===== config.mk =====
export PLATFORM = sky130hd
export DESIGN_NAME = led_sequencer
export DESIGN_NICKNAME = d
export VERILOG_FILES = /design/src/rtl/led_sequencer.sv
export SDC_FILE = /design/constraint.sdc
export NUM_CORES = 1
export LEC_CHECK = 0
export ABC_CLOCK_PERIOD_IN_PS = 3900
export CAP_MARGIN = 20
export CORE_ASPECT_RATIO = 0.6
export CORE_MARGIN = 2
export CORE_UTILIZATION = 41
export DETAILED_ROUTE_END_ITERATION = 7
export PLACE_DENSITY_LB_ADDON = 0.15
export SYNTH_ARGS = -nofsm -noshare
export SYNTH_HDL_FRONTEND = slang
export SYNTH_SLANG_ARGS = --single-unit

===== constraint.sdc =====
create_clock -name clk -period 3.9 [get_ports clk]
set_clock_uncertainty 0.1 [all_clocks]
set_input_delay 1.17 -clock clk [delete_from_list [all_inputs] [get_ports clk]]
set_output_delay 1.17 -clock clk [all_outputs]
set_load 0.01 [all_outputs]

===== src/rtl/led_sequencer.sv =====
// led_sequencer: prescaled LED pattern generator.
// A prescaler turns the board clock into a step tick. Each tick advances the
// pattern register by rotate-left, rotate-right, bounce or binary count.
// Handshake: there is none. load is a single-cycle pulse that is sampled on
// every rising edge, whatever the state of en. step is a one-cycle strobe
// that rises together with the led value changed by the tick.
module led_sequencer #(
    parameter int           N             = 8,
    parameter int           BASE_SHIFT    = 22,
    parameter logic [N-1:0] RESET_PATTERN = {{(N-1){1'b0}}, 1'b1},
    parameter bit           ACTIVE_LOW    = 1'b1
) (
    input  logic         clk,
    input  logic         rst,
    input  logic         en,
    input  logic [1:0]   mode,
    input  logic [2:0]   speed,
    input  logic         load,
    input  logic [N-1:0] load_pattern,
    output logic [N-1:0] led,
    output logic         step
);

    localparam int CNT_W = BASE_SHIFT + 8;

    logic [CNT_W-1:0] prescaler;
    logic [CNT_W-1:0] term;
    logic [N-1:0]     pattern;
    logic [N-1:0]     pat_next;
    logic             dir;       // bounce direction: 0 = left, 1 = right
    logic             dir_next;
    logic             tick;

    // Terminal count for the selected speed. The largest shift is
    // BASE_SHIFT+7, so the result always fits in CNT_W bits.
    assign term = (CNT_W'(1) << (BASE_SHIFT + int'(speed))) - CNT_W'(1);

    // The >= compare lets a speed decrease fire on the next enabled cycle
    // instead of wrapping all the way around the counter.
    assign tick = en && (prescaler >= term);

    // Compute the next pattern and bounce direction for the current mode.
    always_comb begin
        pat_next = pattern;
        dir_next = dir;
        case (mode)
            2'd0: pat_next = {pattern[N-2:0], pattern[N-1]};
            2'd1: pat_next = {pattern[0], pattern[N-1:1]};
            2'd2: begin
                if (!dir) begin
                    if (pattern[N-1]) begin
                        dir_next = 1'b1;
                        pat_next = pattern >> 1;
                    end else begin
                        pat_next = pattern << 1;
                    end
                end else begin
                    if (pattern[0]) begin
                        dir_next = 1'b0;
                        pat_next = pattern << 1;
                    end else begin
                        pat_next = pattern >> 1;
                    end
                end
            end
            default: pat_next = pattern + {{(N-1){1'b0}}, 1'b1};
        endcase
    end

    // Prescaler, pattern, direction and step strobe. Load wins over a tick.
    always_ff @(posedge clk or posedge rst) begin
        if (rst) begin
            prescaler <= '0;
            pattern   <= RESET_PATTERN;
            dir       <= 1'b0;
            step      <= 1'b0;
        end else if (load) begin
            prescaler <= '0;
            pattern   <= load_pattern;
            dir       <= 1'b0;
            step      <= 1'b0;
        end else if (tick) begin
            prescaler <= '0;
            pattern   <= pat_next;
            dir       <= dir_next;
            step      <= 1'b1;
        end else if (en) begin
            prescaler <= prescaler + CNT_W'(1);
            step      <= 1'b0;
        end else begin
            step      <= 1'b0;
        end
    end

    // The LED bank follows the pattern directly, optionally inverted.
    assign led = pattern ^ {N{ACTIVE_LOW}};

endmodule


## Word level (Yosys, flattened, before mapping)

Index checks and enable logic that the tools add are counted.

| cells by class | value |
|---|---|
| $add $sub $neg | 4 |
| $lt $le $gt $ge | 1 |
| equality and inequality tests | 2 |
| shift-type cells | 1 |
| muxes and demuxes | 17 |
| bitwise operators | 1 |
| reduce and logical (&&, ||, !) cells | 6 |

Operators with widths:

| kind | count |
|---|---|
| $mux 30 | 3 |
| $mux 8 | 5 |
| $add 30x1->30 const B | 1 |
| $ge 30x30->1 | 1 |
| $shl 1x6->30 const A | 1 |
| $sub 30x2->30 const B | 1 |
| $pmux 8 s3 | 1 |
| $add 8x1->8 const B | 1 |
| $mux 1 | 8 |
| $not 8->8 | 1 |
| $add 5x3->6 const A | 1 |
| $reduce_bool 2->1 | 2 |
| $reduce_bool 3->1 | 1 |
| $eq 2x1->1 const B | 1 |
| $eq 2x2->1 const B | 1 |
| $logic_not 2->1 | 1 |
| $reduce_and 2->1 | 1 |
| $logic_and 1x1->1 | 1 |

| storage, ports and cells | value |
|---|---|
| register bits after elaboration | 40 |
| output and inout bits | 9 |

## Depth between registers and ports, before layout

Gate-level depths: netlist of run 1.

| logic depth | value |
|---|---|
| depth in word-level cells | 7 |
| mapped depth | 22 |
| gate-level depth less buffers | 17 |

## Worst setup path before layout of run 1

OpenSTA, ideal clock, no wires.

| timing | value |
|---|---|
| path type | input-to-reg |
| from | in speed[1] |
| to | reg prescaler[11] |
| arrival | 4744 ps |
| data required time | 3681 ps |
| path slack | -1062 ps |
| stages on the path | 22 |
| path buffers | 5 |
| cells stage by stage | clkbuf_1 -> inv_1 -> ha_1 -> clkbuf_1 -> nand2_1 -> or3_1 -> ha_1 -> buf_2 -> o21ai_0 -> nor2_1 -> nor2_1 -> nor3_1 -> xnor2_1 -> ha_1 -> nand4_1 -> nor3_1 -> inv_1 -> o211a_1 -> buf_6 -> o21ai_4 -> buf_6 -> nor2_1 |

| between the ends | value |
|---|---|
| longest elaborated chain between the ends | 7 |
| elaborated cells between the ends (all ways) | 8 |
| classes of those cells | add/sub: 2; order compare: 1; shift: 1; mux: 2; reduce/logical: 2 |

Ends and longest elaborated chain:

| item | RTL line | source |
|---|---|---|
| from (decl) | 17 | `input logic [2:0] speed,` |
| $add 5x3->6 * | 36 | `assign term = (CNT_W'(1) << (BASE_SHIFT + int'(speed))) - CNT_W'(1);` |
| $shl 1x6->30 * | 36 |  |
| $sub 30x2->30 * | 36 |  |
| $ge 30x30->1 * | 40 | `assign tick = en && (prescaler >= term);` |
| $logic_and 1x1->1 * | 40 |  |
| $mux 30 | 82 | `end else if (tick) begin` |
| $mux 30 | 77 | `end else if (load) begin` |
| to (signal assigned) | 88 | `prescaler <= prescaler + CNT_W'(1);` |
| to (decl) | 26 | `logic [CNT_W-1:0] prescaler;` |

Mark *: on every way between the ends. The rest lies on a longest branch, timed or not.
A chain may end at the register's enable or synchronous reset.

## Worst setup path after layout of run 1

| timing | value |
|---|---|
| from | in speed[2] |
| to | reg prescaler[0] |

The elaborated chain is that of the path after synthesis.

==> metrics.md, run 1 <==
| Metric | Value |
|---|---|
| Setup CP Type | `input pin to register` |
| Worst r2r src | `prescaler[28]` |
| Utilization after layout | `between 50% and 60%` |
| Worst setup margin | `-301 ps` |
| Peak supply drop | `around 0.15 mV` |
| Die X | `~120 µm` |
| Yosys reg bits | `40` |
| Static leakage | `between 1.5 and 2 nW` |
| Primary FF master, synth | `dfrtp_1` |
| Power after layout | `1.11 mW` |
| Die footprint | `slightly above 8000 µm²` |
| Post-synth top area share | `32.0%` |
| Min Hold Slack | `between 400 and 500 ps` |
| Via count | `approximately 2,900` |
| First-pass GRT wire length | `between 10 and 15 mm` |
| Initial antenna violation count | `0` |
| Avg WL per Cell | `16.2 µm` |
| NumNets Final | `around 460` |
| Largest net degree at the start of global routing | `between 40 and 50` |
| CTS Buf Count | `5` |
| Synth async-reset ratio | `100%` |
| Worst slew pin tran | `613 ps` |
| Final Non-Filler Cells | `roughly 530` |
| Total Wirelength | `approximately 8.5 mm` |
| Row count | `24` |
| Unrepaired setup endpoints after global routing | `true` |
| DRC Markers | `0` |
| Share of cells above drive strength 1 | `between 20% and 30%` |
| Total gr overflow | `0` |
| First-pass iteration count of the detailed router | `5` |
| Fin crit share | `108%` |
| Area contributors post-synth | `dfrtp_1 32%, ha_1 9.4%, xor2_1 5.5%, nor2_1 5.2%, xnor2_1 4.3%` |
| Initial DRC Count | `approximately 240` |
| Post-synth EDFFs | `0` |
| Sequential area share after synthesis | `between 30% and 40%` |
| Worst EP arrival | `4320 ps` |
| Max-slew headroom | `around three fifths` |
| Area delta synth->final | `41.2%` |
| MaxCap Viol Count | `0` |
| Failing checks | `setup timing` |
| Clock sink count | `40` |
| Syn. warnings | `0` |
| FF-to-FF path depth | `10` |
| CP required | `around 4000 ps` |
| Fillers | `between 600 and 700` |
| Placer Congestion | `0.861` |
| Crit path launch | `speed[2]` |
| Final Slew Violations | `0` |
| Gr usage total | `22.0%` |
| CTS Root Cell | `clkbuf_16` |
| Worst Setup End Kind | `register` |
| Fmax | `about 240 MHz` |
| DP Wirelength | `around 5.6 mm` |
| Tightest Hold Check Type | `register to register` |
| Worst skew pair latency | `about 280 ps` |
| Placed inst area | `between 3000 and 4000 µm²` |
| Initial Util | `42.1%` |
| Vias/cell | `around 5.5` |
| Post-Synthesis Cell Area | `3050 µm²` |
| CTS tree | `done` |
| Largest area contributor in the netlist | `dfrtp_1` |
| Yosys cell types | `52` |
| Ports | `26` |
| N_diodes | `0` |
| R2R setup slack | `approximately 1400 ps` |
| Final setup violation count | `40` |
| FF-to-FF End | `pattern[2]` |
| Multi-input gate area | `2170 µm²` |
| Gate Count Post-Synth | `~360` |
| Vias in the first global route | `2,689` |
| Longest Clk Path Bufs | `2` |
| Final hold vios | `0` |
| Pwr Density | `258 nW/µm²` |
| Storage element area | `between 1000 and 1500 µm²` |
| Startpoint Class | `input pin` |
| End of the critical path | `prescaler[0]` |
| Final instance area | `between 4000 and 5000 µm²` |
| Core area | `around 7200 µm²` |
| Placed cell count | `500` |
| Minimum clock period | `4200 ps` |
| Remaining antenna violation count | `0` |
| Die span in y | `70.8 µm` |
| IO buf count | `25` |
| Status | `complete, but fails checks` |
| H-tree Lvls | `2` |
| Syn_nets | `397` |
| Synthesized area per cell | `8.54 µm²` |
| Clk pin slew, worst setup/hold paths | `about 60 ps` |
| Worst-path fanout max | `4` |
layout make-up:
cell class	count	area share, %
clock buffer	7	3.31
clock inverter	1	0.174
inverter	20	2.09
multi-input combinational	278	50.4
sequential	40	23.3
tap	104	3.02
timing repair buffer	76	17.7
repair_timing:
action | in CTS | in global routing
buffers inserted | 17 | 2
hold buffers | 0 | 0
pin swaps | 44 | 18
gates cloned | 3 | 0
gates resized for setup | 81 | 22
setup endpoints to repair | 40 | 40
sequential cells by signal, summed over array words and instances, names as in the netlist:
signal     cells
step           1
prescaler     30
pattern        8
dir            1
Yosys cell counts (all sizes together), types with 2 or more instances:
| cell type | count |
|---|---|
| nand4 | 13 |
| xnor2 | 15 |
| o211a | 2 |
| a21oi | 26 |
| nand2b | 3 |
| a21o | 2 |
| clkbuf | 11 |
| nand3 | 13 |
| and2 | 10 |
| inv | 19 |
| a221o | 6 |
| mux2i | 2 |
| o21ai | 16 |
| or2 | 2 |
| xor2 | 19 |
| a222oi | 2 |
| dfrtp | 39 |
| nand4b | 2 |
| and4 | 5 |
| and3 | 4 |
| buf | 8 |
| nor2b | 4 |
| a21boi | 2 |
| nand2 | 26 |
| a31oi | 6 |
| or3 | 2 |
| ha | 23 |
| nor4 | 4 |
| nor3 | 7 |
| nand3b | 2 |
| o22ai | 6 |
| nor2 | 42 |
metal layers:
metal / part of all wire, % / vias to the layer above / GRT usage (%)
li1: - / 1405 / -
met1: 51 / 1376 / 35.1
met2: 43 / 78 / 31.0
met3: 5.8 / 9 / 3.43
met4: 0.82 / 0 / 4.82
met5: 0 / - / 0
metrics by stage:
step           TNS (ps)  setup slack, ps
2_1_floorplan    -16520             -474
3_3_place_gp     -32860             -856
3_5_place_dp     -36880             -957
4_1_cts           -8840             -286
5_1_grt          -13480             -415
6_report          -7460             -301
power breakdown:
group / internal [mW] / switching (mW)
Clock: 0.255 / 0.163
Sequential: 0.425 / 0.0191
Combinational: 0.120 / 0.127
cells by family after synthesis:
family | after synthesis | share of synthesized area [%]
buffers and inverters | 39 | 5.70
muxes | 2 | 0.657
and+or+nand+nor | 141 | 24.3
xor gates and xnor gates | 34 | 9.77
DFF | 40 | 32.9
adders and majority gates | 23 | 9.44
AOI/OAI and AO/OA | 78 | 17.3
worst max-delay path, cell delays in order:
cell and delay (ps):
buf_8 100, inv_8 50, buf_6 90, ha_4 140, inv_2 40, or3_4 380
ha_4 180, buf_4 130, buf_4 140, xnor2_2 190, ha_1 260, nand4_1 120
o22ai_1 110, a211oi_2 290, buf_4 170, o211ai_2 120, buf_4 180, or3_1 320
a21oi_2 130
cells in the final DEF, fill, tap and decap left out, types with 4 or more instances in the layout:
master and n:
a21oi_1 23, nor2_2 4, o22ai_1 6, dfrtp_1 39, clkbuf_16 5, buf_6 8
and3_1 4, clkdlybuf4s50_1 22, xnor2_1 14, nand4_1 13, xor2_1 19, nor2_1 17
nor3_1 4, nor2b_1 4, nand2_1 25, and2_1 10, inv_1 15, buf_12 5
nor2_4 21, nand3_1 12, o21ai_0 10, ha_1 20, buf_4 36, a221o_1 6
a31oi_1 6
worst min path at each step:
| stage | start | to | slack (ps) | cells after the start |
|---|---|---|---|---|
| 6_report | prescaler[1] | prescaler[1] | 480 | 2 |
| 5_1_grt | prescaler[1] | prescaler[1] | 500 | 2 |
| 4_1_cts | prescaler[1] | prescaler[1] | 470 | 2 |
| 3_5_place_dp | prescaler[15] | prescaler[15] | 420 | 2 |
| 3_3_place_gp | prescaler[15] | prescaler[15] | 430 | 2 |
| 2_1_floorplan | prescaler[15] | prescaler[15] | 400 | 2 |
No activity file was read; power rests on OpenSTA's default activity.
==> run 2: changes to the inputs <==
--- a/config.mk
+++ b/config.mk
@@ -7,9 +7,12 @@
 export LEC_CHECK = 0
 export ABC_CLOCK_PERIOD_IN_PS = 3900
 export CAP_MARGIN = 20
+export CELL_PAD_IN_SITES_DETAIL_PLACEMENT = 2
+export CELL_PAD_IN_SITES_GLOBAL_PLACEMENT = 2
 export CORE_ASPECT_RATIO = 0.6
 export CORE_MARGIN = 2
-export CORE_UTILIZATION = 41
+export CORE_UTILIZATION = 39
+export CTS_BUF_LIST = sky130_fd_sc_hd__clkbuf_4 sky130_fd_sc_hd__clkbuf_8 sky130_fd_sc_hd__clkbuf_16
 export DETAILED_ROUTE_END_ITERATION = 7
 export PLACE_DENSITY_LB_ADDON = 0.15
 export SYNTH_ARGS = -nofsm -noshare
==> run 2 against run 1 <==
Compared with the run above:
- the flow now stops in clock tree synthesis
- synthesized area stayed put
- synthesized cell count unchanged
==> metrics.md, run 2 <==
| Metric | Value |
|---|---|
| Synth async-reset ratio | `100% (unchanged)` |
| DP Wirelength | `8.46 mm (+51%)` |
| Initial Util | `41.1% (-1.0 points)` |
| H-tree Lvls | `2 (unchanged)` |
| Die X | `118 µm (+2.4%)` |
| IO buf count | `25 (unchanged)` |
| Area contributors post-synth | `dfrtp_1 32%, ha_1 9.4%, xor2_1 5.5%, nor2_1 5.2%, xnor2_1 4.3%` |
| Post-Place Worst Slack | `-1210 ps (-255 ps)` |
| Syn. warnings | `0 (unchanged)` |
| Clock sink count | `40 (unchanged)` |
| Placer Congestion | `0.872 (+1.3%)` |
| Status | `stopped before the end` |
| Cell with the most instances after synthesis | `nor2_1` |
| Last stage the flow got to | `clock tree synthesis` |
| Primary FF master, synth | `dfrtp_1` |
| Top cells by count, synth | `42 x nor2_1, 39 x dfrtp_1, 26 x a21oi_1, 26 x nand2_1, 23 x ha_1` |
| Post-synth top area share | `32.0% (unchanged)` |
| CTS Buf Count | `5 (unchanged)` |
| CTS resizes | `70 (-14%)` |
| CTS Root Cell | `clkbuf_16` |
| Largest area contributor in the netlist | `dfrtp_1` |
| Error | `[ERROR DPL-0033] detailed placement checks failed during check placement.` |
| Post-CTS Hold Buffers | `0 (unchanged)` |
| Post-Synthesis Cell Area | `3050 µm² (unchanged)` |
| Yosys reg bits | `40 (unchanged)` |
| Ports | `26 (unchanged)` |
| Sequential area share after synthesis | `32.9% (unchanged)` |
| Post-synth EDFFs | `0 (unchanged)` |
| Gate Count Post-Synth | `357 (unchanged)` |
| Post-CTS setup buffer count | `15 (-2)` |
| Die span in y | `72.5 µm (+2.4%)` |
| Synthesized area per cell | `8.54 µm² (unchanged)` |
| Yosys cell types | `52 (unchanged)` |
| Row count | `24 (unchanged)` |
| Syn_nets | `397 (unchanged)` |
| Longest Clk Path Bufs | `2 (unchanged)` |
-- run 2: cell counts after synthesis --
No cell type changed its count.
-- run 2: kinds of logic after synthesis --
logic type,Yosys count,synth area share [%]
buffers and inverters,39,5.70
multiplexers,2,0.657
AO/OA/AOI/OAI,78,17.3
adder cells (fa/ha/maj),23,9.44
AND/OR/NAND/NOR,141,24.3
XOR/XNOR,34,9.77
flip-flops,40,32.9
-- run 2: through the flow --
stage | area [µm²] | utilization (%) | cells
after floorplan | 3150 | - | 357
after global placement | 3640 | 49.1 | 500
after detailed placement | 3640 | 49.1 | 500
==> run 3: changes to the inputs <==
==> config.mk (replaced) <==
export PLATFORM = sky130hd
export DESIGN_NAME = led_sequencer
export DESIGN_NICKNAME = d
export VERILOG_FILES = /design/src/rtl/led_sequencer.sv
export SDC_FILE = /design/constraint.sdc
export NUM_CORES = 1
export LEC_CHECK = 0
export ABC_CLOCK_PERIOD_IN_PS = 3900
export CAP_MARGIN = 20
export CORE_MARGIN = 2
export CORE_UTILIZATION = 26
export DETAILED_ROUTE_END_ITERATION = 7
export PLACE_DENSITY_LB_ADDON = 0.15
export SYNTH_ARGS = -nofsm -noshare
export SYNTH_HDL_FRONTEND = slang
export SYNTH_SLANG_ARGS = --single-unit
==> run 3 against run 2 <==
Compared with the run above:
- the flow now finishes, with violations (setup timing)
==> metrics.md, run 3 (same netlist as run 1, synthesis figures left out) <==
| Metric | Value |
|---|---|
| Final setup violation count | `34` |
| Startpoint Class | `input pin` |
| Crit path launch | `speed[2]` |
| IO buf count | `25 (unchanged)` |
| Setup CP Type | `input pin to register` |
| N_diodes | `0` |
| Avg WL per Cell | `between 10 and 15 µm` |
| Fin crit share | `101%` |
| Placed cell count | `541 (+8.2%)` |
| Clk pin slew, worst setup/hold paths | `~60 ps` |
| Core area | `11,400 µm²` |
| Total Wirelength | `slightly below 8 mm` |
| Pwr Density | `between 200 and 300 nW/µm²` |
| Hold path startpoint | `prescaler[15]` |
| Largest register FFs | `30` |
| Total gr overflow | `0` |
| Clock sink count | `40 (unchanged)` |
| Largest registers | `prescaler: 30 flops, pattern: 8 flops` |
| Max-slew headroom | `~62%` |
| CP Cell Sequence | `buf_8, inv_6, ha_4, nand2_2, or3_4, ha_4, o21ai_1, nor2_1, nor2_1, nor3_2, xnor2_1, ha_1, nand4_1, nor3_4, inv_2, o211a_4, o21ai_4, clkbuf_16, nor2_2` |
| CP max stage cell | `or3_4` |
| CP required | `about 4000 ps` |
| Vias/cell | `approximately 4.9` |
| DRC Markers | `0` |
| Die footprint | `12,600 µm²` |
| Worst r2r src | `prescaler[28]` |
| R2R setup slack | `approximately 1600 ps` |
| Initial DRC Count | `~160` |
| DP Wirelength | `5.69 mm (-33%)` |
| CTS tree | `done` |
| Worst slew pin tran | `approximately 560 ps` |
| Largest stage delay, worst path | `between 300 and 400 ps` |
| Final Slew Violations | `0` |
| Initial antenna violation count | `0` |
| CTS Buf Count | `5 (unchanged)` |
| Status | `complete, but fails checks` |
| Remaining antenna violation count | `0` |
| First-pass iteration count of the detailed router | `4` |
| Die X | `112 µm (-5.0%)` |
| NumNets Final | `~450` |
| Die span in y | `112 µm (+55%)` |
| Static leakage | `around 1.7 nW` |
| Via count | `between 2,000 and 3,000` |
| Unrepaired setup endpoints after global routing | `true` |
| Peak supply drop | `between 0.15 and 0.2 mV` |
| Top delay family on crit path | `simple AND/OR/NAND/NOR gates` |
| Worst EP arrival | `approximately 4000 ps` |
| Power after layout | `between 1 and 1.5 mW` |
| MaxCap Viol Count | `0` |
| Worst setup margin | `-54.0 ps` |
| Tightest Hold Check Type | `register to register` |
| Largest Register | `prescaler` |
| Post-CTS Hold Buffers | `0 (unchanged)` |
| Final Non-Filler Cells | `~560` |
| Worst-path fanout max | `7` |
| Longest Clk Path Bufs | `2 (unchanged)` |
| Area delta synth->final | `33.2%` |
| Most common cell after layout, fill and taps aside | `dfrtp_1` |
| Worst skew pair latency | `roughly 290 ps` |
| Final hold vios | `0` |
| Fmax | `~250 MHz` |
| Placer Congestion | `0.803 (-7.9%)` |
| Worst Setup End Kind | `register` |
| CTS Root Cell | `clkbuf_16` |
| Worst Path Buf+Inv | `4` |
| Share of cells above drive strength 1 | `21.4%` |
| Most frequent cells in the layout | `39 x dfrtp_1, 36 x buf_4, 31 x nor2_1` |
| Ports | `26 (unchanged)` |
| Failing checks | `setup timing` |
| Gr usage total | `between 10% and 20%` |
| H-tree Lvls | `2 (unchanged)` |
| Minimum clock period | `between 3000 and 4000 ps` |
| Vias in the first global route | `approximately 2,600` |
| First-pass GRT wire length | `about 13 mm` |
| Largest net degree at the start of global routing | `between 40 and 50` |
| Post-Place Worst Slack | `-907 ps (+305 ps)` |
| Row count | `39 (+63%)` |
| Initial Util | `26.7% (-14 points)` |
| Fillers | `around 1,200` |
-- run 3: worst reg2reg max path: cells and delay by family (launching register included) --
family          cells  cell delay, ps
fa+ha+maj           1             360
simple gates        2             150
flops               1             420
compound gates      4             990
buf+inv             1             160
-- run 3: area by class of cell --
class	count	area, µm²	share of cell area [%]
clock buffer	5	125	3.08
timing repair buffer	66	617	15.2
multi-input combinational	278	2000	49.3
sequential	40	1000	24.7
clock inverter	3	47.5	1.17
tap	143	179	4.41
inverter	20	87.6	2.16
-- run 3: worst paths after layout --
path / end / cells after the start
worst min register to register: prescaler[15] / 2
worst max register to register: pattern[7] / 8
worst max-delay path: prescaler[18] / 19
min in group asynchronous: prescaler[8] / 3
max in group asynchronous: prescaler[25] / 3
worst min-delay path: prescaler[15] / 2
-- run 3: metrics by stage --
step	instance area [µm²]	hold WS, ps	utilization, %	TNS (ps)
after global routing	4060	472	35.6	-6270
after detailed placement	3720	420	32.6	-33850
after floorplan	3150	398	-	-16520
after global placement	3720	417	32.6	-32070
after CTS	3950	439	34.6	-2030
final	4060	433	35.6	-878
-- run 3: power by group --
part	internal [mW]	switching (mW)
sequential	0.425	0.0177
clock	0.304	0.173
combinational	0.109	0.112
-- run 3: layer usage --
metal	routed length, µm	global-route usage, %
met5	0	0
met4	70	2.93
met3	261	2.05
met2	3690	20.3
met1	3830	17.5
-- run 3: repair_timing --
| item | CTS | global route |
|---|---|---|
| gates resized for setup | 21 | 21 |
| setup endpoints to repair | 40 | 40 |
| pin swaps | 10 | 18 |
| setup buffers | 5 | 2 |
| cloned | 0 | 2 |
==> variant (config.mk and constraints of run 1) <==
Make the reset (`rst`) synchronous in one clocked block.
--- a/src/rtl/led_sequencer.sv
+++ b/src/rtl/led_sequencer.sv
@@ -68,7 +68,7 @@
     end
 
     // Prescaler, pattern, direction and step strobe. Load wins over a tick.
-    always_ff @(posedge clk or posedge rst) begin
+    always_ff @(posedge clk) begin
         if (rst) begin
             prescaler <= '0;
             pattern   <= RESET_PATTERN;
Check against the original RTL: differs if rst is asserted again (counterexample within 4 cycles, from zero or initial values and one cycle with rst high); with rst held inactive, the same outputs for 10 cycles.
==> variant against run 1 <==
The run still ends with setup timing left. Power decreased by 0.80%. Global-route usage decreased by 0.22 points. Worst setup slack improved by 0.021 ns. Routed wire length shrank 4.8%. Design area decreased by 9.0%. Synthesized area fell by 6.0%. Sequential cell count is the same. Die area is 5.8% lower. Critical path type unchanged.
==> variant: results (changes against run 1) <==
- Total track usage: 21.80% (was 22.01%)
- Status: complete, but fails checks (unchanged)
- Synth top area cells: dfxtp_1 28%, ha_1 9.2%, nor2_1 6.4% (was dfrtp_1 32%, ha_1 9.4%, xor2_1 5.5%)
- FFs w/ async S/R, synth: 0% (was 100.0%)
- Endpoints failing setup: 40 (unchanged)
- Pin count of the biggest net entering global routing: 16 (was 41)
- CP arrival: 4.28 ns (was 4.32 ns)
- Main synth FF type: dfxtp_1 (was dfrtp_1)
- Met1 Track Usage GR: 33.60% (was 35.13%)
- Max_slew headroom: 58.45% (was 58.78%)
- Number of global-route vias before repair: 2558 (was 2689)
- Share of cells above drive strength 1: 23.37% (was 27.96%)
- M3 GR Usage: 4.983% (was 3.428%)
- DR iter-0 viols: 253 (was 235)
- Synth cell types: 53 (was 52)
- Post-Syn Nets: 397 (unchanged)
- PnR worst setup slack: -0.2804 ns (was -0.3011 ns)
- Total Wirelength: 8100 microns (was 8512 microns)
- H-Tree Depth: 2 (unchanged)
- Routability cong.: 0.9191 (was 0.8606)
- Clock tree root buffer cell: clkbuf_16 (unchanged)
- First-pass GRT wire length: 13110 microns (was 14120 microns)
- Reg2Reg Setup Slack: 1.30 ns (was 1.43 ns)
- Register area share after synthesis: 27.95% (was 32.87%)
- Peak VDD IR: 0.2259 mV (was 0.1523 mV)
- Leakage: 1.395 nW (was 1.764 nW)
- Post-DP HPWL: 5455 microns (was 5617 microns)
- Grt met2 use: 30.30% (was 30.99%)
- Failing checks: setup timing (unchanged)
- Nets@finish: 452 (was 461)
- CP Max Fanout: 7 (was 4)
- Initial antenna violation count: 0 (unchanged)
- Via Count: 2858 (was 2868)
- Fillers: 589 (was 610)
==> variant: cell types whose count changed after synthesis, sizes merged, moves of 5 or more <==
cell	run 1	this run
a221o	6	0
nand2	26	34
dfxtp	0	40
a21oi	26	16
and2	10	2
a2111o	0	5
nor2	42	49
dfrtp	39	0
==> variant: stage by stage <==
| step | hold slack [ns] | TNS (ns) | instance area [sq um] | cells | setup slack [ns] |
|---|---|---|---|---|---|
| global placement | 0.3900 | -35.09 | 3395 | 480 | -0.9579 |
| detailed placement | 0.3933 | -38.68 | 3395 | 480 | -1.038 |
| global route | 0.4353 | -13.07 | 3919 | 502 | -0.4249 |
| finish | 0.4081 | -5.857 | 3919 | 502 | -0.2804 |
| floorplan | 0.3754 | -14.04 | 2963 | 359 | -0.4346 |
| CTS | 0.4026 | -3.876 | 3767 | 499 | -0.2305 |
==> variant: cell families (layout without fill, tap and decap cells) <==
logic type	after synthesis	count (layout)	synth area share [%]
muxes	2	2	1.135
xor gates and xnor gates	34	34	10.39
and+or+nand+nor	161	161	28.47
buffers and inverters	33	86	5.197
adders and majority gates	21	21	9.170
AOI/OAI and AO/OA	68	71	17.69
DFF	40	40	27.95
==> variant: cell type report <==
class,count,share of cell area [%]
clock inverter,2,0.9898
multi-input combinational,289,55.27
tap,87,2.778
sequential,40,20.43
inverter,18,2.011
timing repair buffer,60,14.97
clock buffer,6,3.544
==> variant: repair_timing <==
item / in CTS / in global routing
gates cloned: 3 / 0
setup endpoints to repair: 40 / 40
pin swaps: 23 / 24
gates resized for setup: 28 / 28
buffers inserted: 8 / 12
==> variant: path summary, 6_finish.rpt <==
check / startpoint / to / cells past startpoint
hold / removal: prescaler[1] / prescaler[1] / 2
setup / recovery: speed[2] / pattern[4] / 16
hold reg to reg: prescaler[1] / prescaler[1] / 2
setup reg to reg: prescaler[25] / pattern[4] / 7
==> variant: critical path: stages <==
cell        delay [ns]
buf_8             0.08
clkinvlp_4        0.10
ha_4              0.28
and2_4            0.15
nand3b_1          0.13
ha_4              0.21
nand2b_4          0.14
o21ai_2           0.12
a32oi_1           0.11
ha_2              0.19
a21oi_2           0.14
o211ai_1          0.11
or3_4             0.37
o41a_4            0.52
a2111o_1          0.39
o311ai_2          0.08
==> variant: layer usage <==
metal	up-vias	share of wire (%)	wire (microns)
li1	1412	-	-
met1	1351	53	4315
met2	88	40	3213
met3	7	6.3	510
met4	0	0.74	60
met5	-	0	0
==> variant: power breakdown <==
part	switching (mW)	internal, mW
sequential	0.0104	0.414
clock	0.176	0.321
combinational	0.0952	0.0828
